### config.mk
export PLATFORM = sky130hd
export DESIGN_NAME = cla_nibble_seq
export DESIGN_NICKNAME = d
export VERILOG_FILES = /design/src/rtl/cla_nibble_seq.sv
export SDC_FILE = /design/constraint.sdc
export NUM_CORES = 1
export LEC_CHECK = 0
export BUFFER_PORTS_ARGS = -buffer_cell sky130_fd_sc_hd__buf_2
export CAP_MARGIN = 20
export CORE_ASPECT_RATIO = 0.9
export CORE_UTILIZATION = 50
export CTS_BUF_LIST = sky130_fd_sc_hd__clkbuf_4
export DETAILED_ROUTE_END_ITERATION = 8
export PLACE_DENSITY_LB_ADDON = 0.08
export SETUP_SLACK_MARGIN = 0.1
export SLEW_MARGIN = 20
export SYNTH_ARGS = -nofsm -noshare
export SYNTH_HDL_FRONTEND = slang
export SYNTH_SLANG_ARGS = --single-unit
### constraint.sdc
create_clock -name clk -period 3.38 [get_ports clk]
set_input_delay 0 -clock clk [delete_from_list [all_inputs] [get_ports clk]]
set_output_delay 0 -clock clk [all_outputs]
set_load 0.005 [all_outputs]
### src/rtl/cla_nibble_seq.sv
// rtl/cla_nibble_seq.sv - 16-bit add/subtract on one time-shared 4-bit CLA
// Nibble 0 is processed first; results become visible only on the RUN->DONE edge.

module cla_4bit (
    input  logic       carry_start,
    input  logic [3:0] a,
    input  logic [3:0] b,
    output logic [3:0] sum,
    output logic       carry_out
);
    logic [3:0] g;
    logic [3:0] p;
    logic [4:0] c;

    always_comb begin
        g    = a & b;
        p    = a ^ b;
        c[0] = carry_start;
        c[1] = g[0] | (p[0] & c[0]);
        c[2] = g[1] | (p[1] & g[0]) | (p[1] & p[0] & c[0]);
        c[3] = g[2] | (p[2] & g[1]) | (p[2] & p[1] & g[0]) | (p[2] & p[1] & p[0] & c[0]);
        c[4] = g[3] | (p[3] & g[2]) | (p[3] & p[2] & g[1]) | (p[3] & p[2] & p[1] & g[0])
             | (p[3] & p[2] & p[1] & p[0] & c[0]);
        sum       = p ^ c[3:0];
        carry_out = c[4];
    end
endmodule

module cla_nibble_seq (
    input  logic        clk,
    input  logic        rst,
    input  logic        start,
    input  logic [15:0] a,
    input  logic [15:0] b,
    input  logic        sub,
    input  logic        carry_in,
    output logic        busy,
    output logic        done,
    output logic [15:0] sum,
    output logic        carry_out,
    output logic        overflow
);
    typedef enum logic [1:0] {S_IDLE, S_RUN, S_DONE} state_t;

    state_t      state_q, state_d;
    logic [15:0] op_a_q, op_a_d;
    logic [15:0] op_b_q, op_b_d;
    logic [15:0] acc_q, acc_d;
    logic        carry_q, carry_d;
    logic [1:0]  idx_q, idx_d;
    logic [15:0] sum_q, sum_d;
    logic        carry_out_q, carry_out_d;
    logic        overflow_q, overflow_d;
    logic        busy_q, busy_d;
    logic        done_q, done_d;

    logic [3:0]  nib_a;
    logic [3:0]  nib_b;
    logic [3:0]  nib_sum;
    logic        nib_co;

    assign nib_a = op_a_q[{idx_q, 2'b00} +: 4];
    assign nib_b = op_b_q[{idx_q, 2'b00} +: 4];

    cla_4bit u_cla (
        .carry_start (carry_q),
        .a           (nib_a),
        .b           (nib_b),
        .sum         (nib_sum),
        .carry_out   (nib_co)
    );

    always_comb begin
        state_d     = state_q;
        op_a_d      = op_a_q;
        op_b_d      = op_b_q;
        acc_d       = acc_q;
        carry_d     = carry_q;
        idx_d       = idx_q;
        sum_d       = sum_q;
        carry_out_d = carry_out_q;
        overflow_d  = overflow_q;
        busy_d      = busy_q;
        done_d      = 1'b0;
        case (state_q)
            S_IDLE: begin
                busy_d = 1'b0;
                if (start) begin
                    op_a_d  = a;
                    op_b_d  = sub ? ~b : b;
                    carry_d = sub ? 1'b1 : carry_in;
                    idx_d   = 2'd0;
                    busy_d  = 1'b1;
                    state_d = S_RUN;
                end
            end
            S_RUN: begin
                acc_d[{idx_q, 2'b00} +: 4] = nib_sum;
                carry_d = nib_co;
                idx_d   = idx_q + 2'd1;
                if (idx_q == 2'd3) begin
                    // Final nibble bypasses the accumulator so outputs load in this same edge.
                    sum_d       = {nib_sum, acc_q[11:0]};
                    carry_out_d = nib_co;
                    overflow_d  = (op_a_q[15] == op_b_q[15]) && (nib_sum[3] != op_a_q[15]);
                    done_d      = 1'b1;
                    state_d     = S_DONE;
                end
            end
            S_DONE: begin
                busy_d  = 1'b0;
                state_d = S_IDLE;
            end
            default: begin
                busy_d  = 1'b0;
                state_d = S_IDLE;
            end
        endcase
    end

    always_ff @(posedge clk) begin
        if (rst) begin
            state_q     <= S_IDLE;
            op_a_q      <= 16'h0000;
            op_b_q      <= 16'h0000;
            acc_q       <= 16'h0000;
            carry_q     <= 1'b0;
            idx_q       <= 2'd0;
            sum_q       <= 16'h0000;
            carry_out_q <= 1'b0;
            overflow_q  <= 1'b0;
            busy_q      <= 1'b0;
            done_q      <= 1'b0;
        end else begin
            state_q     <= state_d;
            op_a_q      <= op_a_d;
            op_b_q      <= op_b_d;
            acc_q       <= acc_d;
            carry_q     <= carry_d;
            idx_q       <= idx_d;
            sum_q       <= sum_d;
            carry_out_q <= carry_out_d;
            overflow_q  <= overflow_d;
            busy_q      <= busy_d;
            done_q      <= done_d;
        end
    end

    assign busy      = busy_q;
    assign done      = done_q;
    assign sum       = sum_q;
    assign carry_out = carry_out_q;
    assign overflow  = overflow_q;
endmodule

==> Yosys cells after proc, flatten, opt, wreduce, memory -nomap -nowiden <==
Cells that the tools add are included.
{ "op_classes": {"bitwise_logic": 31, "muxes": 13, "addsub": 2, "n_eq_ne": 6, "n_shift": 4, "reduce_logical": 8} }
{ "op_table": {"columns": ["operator", "count"], "rows": [
  ["indexed part select 16 x 5 -> 4 bit", 2],
  ["AND 1 bit", 16],
  ["bitwise mux 16 bit", 1],
  ["2-to-1 mux 16 bit", 1],
  ["inverter 16 bit", 1],
  ["variable shift 4 x 6 -> 16 bit, first input constant", 1],
  ["indexed part select 4 x 6 -> 16 bit", 1],
  ["bitwise OR 1 bit", 10],
  ["case mux 2 bit (2 select lines)", 2],
  ["AND reduction 2 bit", 4],
  ["XOR 4 bit", 2],
  ["2-to-1 mux 2 bit", 3],
  ["negator 4 -> 6 bit", 1],
  ["AND 4 bit", 1],
  ["2-to-1 mux 1 bit", 4],
  ["!= test 2 bit, second input constant", 2],
  ["case mux 1 bit (2 select lines)", 2],
  ["adder 2 x 1 -> 2 bit, second input constant", 1],
  ["== test 2 x 1 -> 1 bit, second input constant", 1],
  ["== test 2 bit, second input constant", 1],
  ["logical NOT 2 bit", 1],
  ["nonzero test 2 bit", 1],
  ["OR reduction 2 bit", 1],
  ["== test 1 bit", 1],
  ["3 further kinds", 3]
]} }
{ "totals": {"elab_cells": 75, "output_inout_bits": 20, "regBits": 73, "input_bits": 37} }

==> Depth between registers and ports, before layout <==
{ "logic_depth": {"depth_word": 9, "depth_mapped": 8, "mapped_depth_nobuf": 6} }

==> Cells and area by module <==
From an unflattened synthesis, not the netlist that was laid out.
{ "hier_totals": {"cells_unflattened": 345, "hier_area_um2": 3094.2} }
{ "modules_own_cells": {"columns": ["mod", "seq_area_each_um2", "n_inst", "cells_each", "area_each_um2"], "rows": [
  ["cla_nibble_seq", 1381.3, 1, 328, 2946.6],
  ["cla_4bit", 0.0, 1, 17, 147.6]
]} }

==> Worst setup path before layout <==
No wires, ideal clock.
{ "synth_path": {"kind": "register to register", "start": "reg idx_q[0]", "end": "reg overflow_q, in the netlist overflow", "arrival_ns": 2.606, "path_slack_ns": 0.641, "path_stages_with_launch": 9, "setup_time_ns": 0.133, "n_path_buf": 2, "cell_sequence": "dfxtp_1 buf_2 mux4_2 ha_1 clkbuf_1 a21o_1 a311o_1 a221oi_1 nor4_1"} }
{ "synth_between": {"elab_chain_cells": 9} }
{ "synth_lines": {"columns": ["item", "line", "source"], "rows": [
  ["start: declaration", "50", "logic [1:0] idx_q, idx_d;"],
  ["start signal: assignment", "140", "idx_q <= idx_d;"],
  ["indexed part select 16 x 5 -> 4 bit (on tied branches)", "62, 63", null],
  ["XOR 4 bit or AND 4 bit (tied branches)", "17, 16", null],
  ["AND 1 bit", "21", "c[3] = g[2] | (p[2] & g[1]) | (p[2] & p[1] & g[0]) | (p[2] & p[1] & p[0] & c[0]);"],
  ["bitwise OR 1 bit or AND 1 bit (tied branches) (2 in series)", "21", null],
  ["bitwise OR 1 bit", "21", null],
  ["XOR 4 bit", "24", "sum = p ^ c[3:0];"],
  ["!= test 1 bit", "105", "overflow_d = (op_a_q[15] == op_b_q[15]) && (nib_sum[3] != op_a_q[15]);"],
  ["logical AND 1 bit", "105", null],
  ["end signal: assignment", "143", "overflow_q <= overflow_d;"],
  ["end: declaration", "53", "logic overflow_q, overflow_d;"]
]} }
Several ways; a longest one is shown, not always the timed one.
A chain may end at the register's enable or synchronous reset.

==> Final worst setup path <==
Same ends and word-level chain as after synthesis.

==> run metrics <==
core area=5791 um^2; period utilization=82.06%; area delta synth->final=25.91%; R2R Path Start=idx_q[0]$_SDFFE_PP0P_; Worst Hold Class=input port to flop; clock sinks=69; grt ovf=0; CP max-delay cell=dfxtp_2; pin count of the biggest net entering global routing=49; clk root buf=clkbuf_4; placer congestion estimate=0.8109; Final setup viols=0; Via density=5.305; sum of negative setup slack=0 ps; Rows=26; Routed WL per cell=14.22 um; post-synthesis adder-cell area fraction=4.756%; Pwr Density=455.4 nW/um^2; placed insts=440; post-synthesis cell area=3052 um^2; fmax=360.6 MHz; drt drc=10; crit path launch type=flop; Max clock buf depth=2; Horiz. Die Dim=84.35 um; Slew @ Worst Pin=701.3 ps; most common cell after layout, fill and taps aside=dfxtp_1; max-slew violation count=0; fin util=66.36%; area share of and/or/nand/nor cells after synthesis=19.15%; synthesis-stage register bit count=69; Crit. Startpoint=idx_q[0]$_SDFFE_PP0P_; largest family of logic cells by synthesized area=simple AND/OR/NAND/NOR gates; Critical Path RT=3720 ps; clk_skew=16.55 ps; die footprint=6420 um^2; CP peak stage delay=600 ps; vias in the first global route=2467; Post-layout nets=462; Synth Area in Compound Gates=16.32%; Num CTS Buffers=9; first-pass GRT wire length=11900 um; DP Wirelength=4485 um; Pre-antenna DRT Iters=6; antenna fix cells=0; Final Cell Area=3842 um^2; Seq/Total Area, Yosys=45.26%; Tmin final=2774 ps; drt initial violations=179; syn_nets=382; RSZ-0062 raised after global routing=no; count of cell types in the netlist=38; DRT antenna net count=0; Worst-Skew Late Latency=420 ps; post-route insts no fill=489; CP Data Arrival Time=3110 ps; Placed Area=3344 um^2; Initial Util=52.70%; worst path cell trace=mux4_2 -> ha_1 -> and3_1 -> a22oi_1 -> a221oi_1 -> nor4_1; Die Ht=76.12 um; status=finished with violations; CP Capture Type=flop; Hold Violations, Final=0; Routed WL=6954 um; CP Max Fanout=14; GRT Overall Usage=23.72%; initial antenna violation count=0; WS Path Type=flop to flop; CTS tree=yes; layout cells sized above 1=21.24%; Vias=2594; failing checks=DRC; XOR/XNOR share of the synthesized area=5.166%; # IOs=57; clk slew on worst S/H paths=120 ps; Worst IR Drop VDD=0.2746 mV; Worst Hold Launch=carry_in; Gate Count Post-Synth=334; Max Cap Violations=0; Slew Limit Headroom=53.25%; port bufs=56; Post-synth EDFFs=0; multiplexer share of the synthesized area=5.904%; ys async rst share=0%; commonest cells after routing, fill and taps aside=dfxtp_1, nand2_1, buf_2, a21oi_1, dlygate4sd3_1; CTS H-tree depth=3; Primary FF master, synth=dfxtp_1; average cell area after synthesis=9.137 um^2; Warnings, synthesis=0; cell leakage power=1.553 nW
==> logic make-up (layout without fill, tap and decap cells) <==
group / Yosys count / after routing
AOI/OAI and AO/OA: 78 / 78
xor gates and xnor gates: 18 / 18
adders and majority gates: 11 / 11
buffers and inverters: 25 / 110
DFF: 69 / 69
muxes: 8 / 8
and+or+nand+nor: 125 / 125
==> per-stage QoR <==
step | hold WS [ps] | setup WS, ps | power (mW)
6_report | 37.69 | 606.5 | 1.750
5_1_grt | 80.20 | 406.7 | 1.828
4_1_cts | 21.67 | 330.9 | 1.761
3_5_place_dp | 247.7 | 326.8 | 1.120
3_3_place_gp | 240.1 | 421.8 | 1.115
2_1_floorplan | 136.0 | 640.6 | 1.053
==> state kept, by name, summed over array words and instances (netlist names) <==
name,flops
acc_q,12
carry_q,1
sum,16
idx_q,2
carry_out,1
overflow,1
op_b_q,16
state_q,2
done,1
busy,1
op_a_q,16
==> worst max-delay path, delay by kind of cell, from the launching register on <==
kind                       cells  cell delay [ps]
muxes                          1              570
AOI/OAI and AO/OA              2              620
and+or+nand+nor                2              480
DFF                            1              600
adders and majority gates      1              430
==> power by group <==
group          leakage (nW)  internal [mW]  switching, mW  total [mW]
Sequential            0.564          0.850         0.0312       0.881
Combinational         0.903          0.122          0.130       0.253
Clock                0.0865          0.303          0.313       0.616
Total                  1.55           1.28          0.474        1.75
==> what timing repair did <==
item / in CTS / in global routing
hold buffers: 33 / 0
endpoints found under the setup margin: 0 / 1
gates resized for setup: 0 / 1
setup buffers: 0 / 0
hold endpoints to repair: 35 / 0
==> layer usage <==
layer,vias to the layer above,wire length [um],global-route usage (%)
li1,1319,-,-
met1,1189,3515,33.29
met2,71,3026,35.25
met3,15,289,5.850
met4,0,123,9.322
met5,-,0,0
==> cell usage after synthesis (3+ instances only) <==
cell type  number  area, um^2
a211oi_1       17       127.6
a21o_1          5       37.54
a21oi_1        35       175.2
a22oi_1         7       52.55
a31oi_1         4       25.02
a32oi_1         3       26.28
buf_2           6       30.03
clkbuf_1       14       52.55
dfxtp_1        69        1381
ha_1           10       125.1
mux4_2          8       180.2
nand2_1        67       251.5
nand2b_1        5       31.28
nand3_1         4       20.02
nor2_1         32       120.1
o21ai_0         3       15.01
or3b_1          3       26.28
xnor2_1        17       148.9
==> final timing paths <==
path              slack, ps  cells past startpoint               endpoint
setup reg to reg        610                      6  overflow$_SDFFE_PP0P_
hold / removal           40                      4   carry_q$_SDFFE_PP0P_
setup / recovery        610                      6  overflow$_SDFFE_PP0P_
hold reg to reg         460                      2    sum[1]$_SDFFE_PP0P_
==> final cells by class <==
class | count | area (um^2)
Inverter | 2 | 7.507
Sequential cell | 69 | 1383
Clock buffer | 9 | 67.56
Timing Repair Buffer | 92 | 633.1
Clock inverter | 7 | 98.84
Fill cell | 490 | 1948
Multi-Input combinational cell | 240 | 1565
Tap cell | 70 | 87.58
(Power assumes the default switching activity.)
